## config.mk

```make
export PLATFORM = sky130hd
export DESIGN_NAME = alu_control_stage_flat
export DESIGN_NICKNAME = d
export VERILOG_FILES = /design/src/rtl/alu_control_stage_if.sv /design/src/rtl/alu_control_stage.sv /design/src/flat_wrapper.sv
export SDC_FILE = /design/constraint.sdc
export NUM_CORES = 1
export LEC_CHECK = 0
export ABC_AREA = 1
export CORE_MARGIN = 4
export CORE_UTILIZATION = 44
export DETAILED_ROUTE_END_ITERATION = 10
export PLACE_DENSITY = 0.76
export SLEW_MARGIN = 20
export SYNTH_ARGS = -nofsm -noshare
export SYNTH_HDL_FRONTEND = slang
export SYNTH_SLANG_ARGS = --single-unit
export TNS_END_PERCENT = 10
```

## constraint.sdc

```tcl
create_clock -name clk -period 1.4 [get_ports clk]
set_input_delay 0.14 -clock clk [delete_from_list [all_inputs] [get_ports clk]]
set_output_delay 0.14 -clock clk [all_outputs]
set_load 0.02 [all_outputs]
```

## src/rtl/alu_control_stage_if.sv

```systemverilog
// Request/response bundle between the decoder, the ALU control stage and the ALU.
// The stage itself attaches through the slave modport.
interface alu_control_stage_if #(
    parameter int DATA_WIDTH = 32,
    parameter int CNT_WIDTH  = 8
);
    logic                  valid_i;
    logic                  ready_o;
    logic [1:0]            ALUOp_i;
    logic [2:0]            funct3_i;
    logic [6:0]            funct7_i;
    logic [DATA_WIDTH-1:0] A_i;
    logic [DATA_WIDTH-1:0] B_i;
    logic                  valid_o;
    logic                  ready_i;
    logic [3:0]            ALU_Operation_o;
    logic [DATA_WIDTH-1:0] A_o;
    logic [DATA_WIDTH-1:0] B_o;
    logic                  illegal_o;
    logic [CNT_WIDTH-1:0]  illegal_count_o;

    modport slave (
        input  valid_i, ALUOp_i, funct3_i, funct7_i, A_i, B_i, ready_i,
        output ready_o, valid_o, ALU_Operation_o, A_o, B_o,
        output illegal_o, illegal_count_o
    );

    modport master (
        output valid_i, ALUOp_i, funct3_i, funct7_i, A_i, B_i, ready_i,
        input  ready_o, valid_o, ALU_Operation_o, A_o, B_o,
        input  illegal_o, illegal_count_o
    );
endinterface

```

## src/rtl/alu_control_stage.sv

```systemverilog
// ALU control stage: decodes ALUOp/funct3/funct7 into the ALU op code and
// carries the operands through an output register plus one skid entry.
module alu_control_stage #(
    parameter int DATA_WIDTH = 32,
    parameter int CNT_WIDTH  = 8
) (
    input logic                clk,
    input logic                reset,
    alu_control_stage_if.slave bus
);
    localparam logic [3:0] OP_ADD = 4'b0000;
    localparam logic [3:0] OP_SUB = 4'b0001;
    localparam logic [3:0] OP_OR  = 4'b0011;

    typedef struct packed {
        logic [3:0]            op;
        logic                  ill;
        logic [DATA_WIDTH-1:0] a;
        logic [DATA_WIDTH-1:0] b;
    } beat_t;

    logic                 or_valid;
    logic                 sk_valid;
    beat_t                or_beat;
    beat_t                sk_beat;
    beat_t                in_beat;
    logic [CNT_WIDTH-1:0] cnt;
    logic [3:0]           dec_op;
    logic                 dec_ill;
    logic                 accept;
    logic                 xfer;
    logic                 or_free;
    logic                 r_add;
    logic                 r_sub;
    logic                 r_or;

    assign r_add = bus.funct3_i == 3'b000 && bus.funct7_i == 7'b0000000;
    assign r_sub = bus.funct3_i == 3'b000 && bus.funct7_i == 7'b0100000;
    assign r_or  = bus.funct3_i == 3'b110 && bus.funct7_i == 7'b0000000;

    always_comb begin
        dec_op  = OP_ADD;
        dec_ill = 1'b0;
        unique case (bus.ALUOp_i)
            2'b00: dec_op = OP_ADD;
            2'b01: dec_op = OP_SUB;
            2'b10: begin
                unique case (1'b1)
                    r_add:   dec_op = OP_ADD;
                    r_sub:   dec_op = OP_SUB;
                    r_or:    dec_op = OP_OR;
                    default: dec_ill = 1'b1;
                endcase
            end
            default: begin
                // funct7 carries immediate bits for I-type, so it is ignored
                unique case (bus.funct3_i)
                    3'b000:  dec_op = OP_ADD;
                    3'b110:  dec_op = OP_OR;
                    default: dec_ill = 1'b1;
                endcase
            end
        endcase
    end

    always_comb begin
        in_beat     = '0;
        in_beat.op  = dec_op;
        in_beat.ill = dec_ill;
        in_beat.a   = bus.A_i;
        in_beat.b   = bus.B_i;
    end

    assign accept  = bus.valid_i & ~sk_valid;
    assign xfer    = or_valid & bus.ready_i;
    assign or_free = ~or_valid | xfer;

    always_ff @(posedge clk or negedge reset) begin
        if (!reset) begin
            or_valid <= 1'b0;
            sk_valid <= 1'b0;
            or_beat  <= '0;
            sk_beat  <= '0;
        end else if (or_free) begin
            if (sk_valid) begin
                or_valid <= 1'b1;
                or_beat  <= sk_beat;
                sk_valid <= accept;
                if (accept) sk_beat <= in_beat;
            end else begin
                or_valid <= accept;
                if (accept) or_beat <= in_beat;
            end
        end else if (accept) begin
            sk_valid <= 1'b1;
            sk_beat  <= in_beat;
        end
    end

    always_ff @(posedge clk or negedge reset) begin
        if (!reset) begin
            cnt <= '0;
        end else if (accept && dec_ill && cnt != '1) begin
            cnt <= cnt + CNT_WIDTH'(1);
        end
    end

    assign bus.ready_o         = ~sk_valid;
    assign bus.valid_o         = or_valid;
    assign bus.ALU_Operation_o = or_beat.op;
    assign bus.A_o             = or_beat.a;
    assign bus.B_o             = or_beat.b;
    assign bus.illegal_o       = or_beat.ill;
    assign bus.illegal_count_o = cnt;
endmodule

```

## src/flat_wrapper.sv

```systemverilog
// flat-port wrapper written by rule: the top's interface ports become plain ports
module alu_control_stage_flat 
#(
    parameter int DATA_WIDTH = 32,
    parameter int CNT_WIDTH  = 8
)
  (clk, reset, bus_valid_i, bus_ALUOp_i, bus_funct3_i, bus_funct7_i, bus_A_i, bus_B_i, bus_ready_i, bus_ready_o, bus_valid_o, bus_ALU_Operation_o, bus_A_o, bus_B_o, bus_illegal_o, bus_illegal_count_o);
  alu_control_stage_if #(.DATA_WIDTH(DATA_WIDTH), .CNT_WIDTH(CNT_WIDTH)) bus_i ();
  input logic clk;
  input logic reset;
  input wire logic [$bits(bus_i.valid_i)-1:0] bus_valid_i;
  input wire logic [$bits(bus_i.ALUOp_i)-1:0] bus_ALUOp_i;
  input wire logic [$bits(bus_i.funct3_i)-1:0] bus_funct3_i;
  input wire logic [$bits(bus_i.funct7_i)-1:0] bus_funct7_i;
  input wire logic [$bits(bus_i.A_i)-1:0] bus_A_i;
  input wire logic [$bits(bus_i.B_i)-1:0] bus_B_i;
  input wire logic [$bits(bus_i.ready_i)-1:0] bus_ready_i;
  output wire logic [$bits(bus_i.ready_o)-1:0] bus_ready_o;
  output wire logic [$bits(bus_i.valid_o)-1:0] bus_valid_o;
  output wire logic [$bits(bus_i.ALU_Operation_o)-1:0] bus_ALU_Operation_o;
  output wire logic [$bits(bus_i.A_o)-1:0] bus_A_o;
  output wire logic [$bits(bus_i.B_o)-1:0] bus_B_o;
  output wire logic [$bits(bus_i.illegal_o)-1:0] bus_illegal_o;
  output wire logic [$bits(bus_i.illegal_count_o)-1:0] bus_illegal_count_o;
  assign bus_i.valid_i = bus_valid_i;
  assign bus_i.ALUOp_i = bus_ALUOp_i;
  assign bus_i.funct3_i = bus_funct3_i;
  assign bus_i.funct7_i = bus_funct7_i;
  assign bus_i.A_i = bus_A_i;
  assign bus_i.B_i = bus_B_i;
  assign bus_i.ready_i = bus_ready_i;
  assign bus_ready_o = bus_i.ready_o;
  assign bus_valid_o = bus_i.valid_o;
  assign bus_ALU_Operation_o = bus_i.ALU_Operation_o;
  assign bus_A_o = bus_i.A_o;
  assign bus_B_o = bus_i.B_o;
  assign bus_illegal_o = bus_i.illegal_o;
  assign bus_illegal_count_o = bus_i.illegal_count_o;
  alu_control_stage #(.DATA_WIDTH(DATA_WIDTH), .CNT_WIDTH(CNT_WIDTH)) u_core (.clk(clk), .reset(reset), .bus(bus_i));
endmodule
```

==> out/metrics.cfg <==
[status]
outcome=finished, violations left
violations=negative setup slack

[clock_network]
clk_pin_slew_ns=0.06
clockBufferDepth=2
root_buffer=clkbuf_16
numCtsBuffers=17
clk_latency_ns=0.41
htreeDepth=4
tritoncts=yes
cts.sinks=144

[global_routing]
grt_pass1_vias=5374
grt_overflow_total=0
grt.total_usage_pct=20.46
antenna_found_initial=0
grt_pass1_wl_mm=26.34
grt_max_degree=47

[place]
place_inst=1070
port-buffer-count=156
detailed_place_hpwl_mm=11.17
place_ws_ns=-0.3257
place_congestion=0.8283

[final_layout]
final_common_cell=nand2_1
layout.cells.non_filler=1108
fin_nets=1001
areaGrowthSynthToFinish_pct=44.59
drive_above_1_share_pct=12.02
final_cell_mix=350 x nand2_1, 141 x dfrtp_1, 78 x clkdlybuf4s50_1
utilization_pct=66.16
diodes=0
num-fill-cells=1171

[timing]
timing.final.crit_share_pct=100.1
slew_violations=0
setup_viol=1
layout_min_cycle_time_ns=1.401
hold_viol_final=0
tightest_slew_ns=0.5152
rsz0062_at_grt=true
final.setup.worst_slack_ns=-0.001278
max_freq_mhz=713.6
relSlewSlack_pct=65.65
skew_ns=0.007205

[floorplanning]
core-area_mm2=0.01345
row_count=42
floorplan.initialDensity_pct=45.76
die_y_um=126.3
fp.dieArea_mm2=0.01595
die_x_um=126.3
pin_count=159

[drt]
drc=0
ant_nets=0
vias_per_cell=4.995
drt_iter0_markers=395
wl_mm=16.54
wire_per_inst_um=14.93
vias=5534
drt_pass1_iterations=5

[worst_setup_path]
reg2regPathDepth=7
cp.arrival_ns=1.70
rr_endpoint=u_core.bus.illegal_count_o[3]
critical_path.max_fanout=8
r2r_slack_ns=-0.001
reg2reg_from=u_core.sk_valid
criticalPathCategory=flip-flop to flip-flop
crit_required_ns=1.70
start_kind=flip-flop
cp-end-kind=flip-flop

[yosys]
async_flop_share_pct=100.0
yosys_register_bits=144
yosys_warnings=0
ys_seq_area_share_pct=58.54
synth_edf_count=0
syn_inst=741
synth.avg_cell_area_um2=8.308
ys.flop_type=dfrtp_1
yosysUniqueCellTypes=26
syn_area_mm2=0.006156

[power_and_ir_drop]
power_density_mw_per_mm2=1503
ir_worst_vdd_v=0.0007784
power_w=0.01338
leakage_nw=4.307

[min_path]
hold_path.class=input pin to async pin

[job]
cap_violations=0

## layout make-up
class	count	area, µm²	share of cell area [%]
timing repair buffer	203	2001	22.48
clock buffer	21	460.4	5.173
sequential	144	3607	40.53
inverter	13	53.80	0.6044
tap	176	220.2	2.474
clock inverter	10	160.2	1.799
multi-input combinational	541	2399	26.95
## per-stage QoR
stage	hold slack [ns]	setup TNS, ns	instance area (µm²)
after floorplan	-0.1556	-2.207	6193
after global placement	0.04568	-17.68	8190
after detailed placement	0.04546	-22.23	8190
after CTS	0.1766	-0.04221	8748
after global routing	0.2248	-2.682	8901
final	0.2011	-0.001278	8901
## routing by layer
metal	global-route usage, %	part of all wire, %	vias up
met5	0	0	-
met4	7.823	2.1	0
met3	4.657	5.0	26
met2	34.30	50	153
met1	25.92	43	2641
li1	-	-	2714
## how the worst max path moves through the flow
stage	start	end	slack, ns
after global routing	u_core.sk_valid	u_core.bus.illegal_count_o[3]	-0.08
after floorplan	u_core.bus.illegal_count_o[1]	u_core.bus.illegal_count_o[5]	-0.07
after detailed placement	bus_funct7_i[5]	u_core.bus.illegal_count_o[6]	-0.33
final	u_core.sk_valid	u_core.bus.illegal_count_o[3]	-0.001
after CTS	u_core.sk_valid	u_core.bus.B_o[29]	-0.02
after global placement	bus_funct7_i[5]	u_core.bus.illegal_count_o[7]	-0.26
## timing repair
item,CTS,global route
cloned,0,2
hold buffers,1,0
endpoints found under the setup margin,153,134
pin swaps,1,3
resized for setup,90,37
hold endpoints to repair,144,0
buffers inserted,0,4
## worst max-delay path: stages (launching register included)
cell and delay [ns]:
dfrtp_2 0.44, inv_4 0.10, nand2_4 0.07, buf_6 0.12, a41oi_4 0.27, nand2_4 0.14, nand2_1 0.09, nand2_1 0.05
## synth_stat cells, drive strengths merged (2+ instances only)
master / count / area share [%]
a21oi: 5 / 0.41
o21ai: 2 / 0.16
dfrtp: 144 / 59
xor2: 4 / 0.57
o211ai: 2 / 0.24
buf: 25 / 2.3
nand3: 12 / 0.98
nor2: 81 / 5.0
xnor2: 2 / 0.28
inv: 13 / 0.79
nand2: 360 / 22
clkbuf: 19 / 1.2
a31oi: 65 / 6.6
## cell families (layout without fill, tap and decap cells)
kind of cell,Yosys count,count (layout),share of synthesized area [%]
xor gates and xnor gates,6,6,0.8537
AOI/OAI and AO/OA,76,76,7.805
adders and majority gates,1,1,0.2032
DFF,144,144,58.54
other,1,2,0.06092
and+or+nand+nor,456,456,28.33
buffers and inverters,57,247,4.207
## state kept, by name, summed over array words and instances, names as in the netlist
| register | count |
|---|---|
| u_core.bus.ALU_Operation_o | 2 |
| u_core.bus.valid_o | 1 |
| u_core.sk_valid | 1 |
| u_core.bus.B_o | 32 |
| u_core.bus.illegal_o | 1 |
| u_core.bus.A_o | 32 |
| u_core.sk_beat | 67 |
| u_core.bus.illegal_count_o | 8 |
## where the power goes
group | total, W | leakage, nW | switching [W] | internal, W
Clock | 0.00474 | 0.303 | 0.00167 | 0.00306
Sequential | 0.00548 | 1.72 | 0.000489 | 0.00499
Combinational | 0.00316 | 2.28 | 0.00182 | 0.00135
Power figures use the tool's default switching activity.
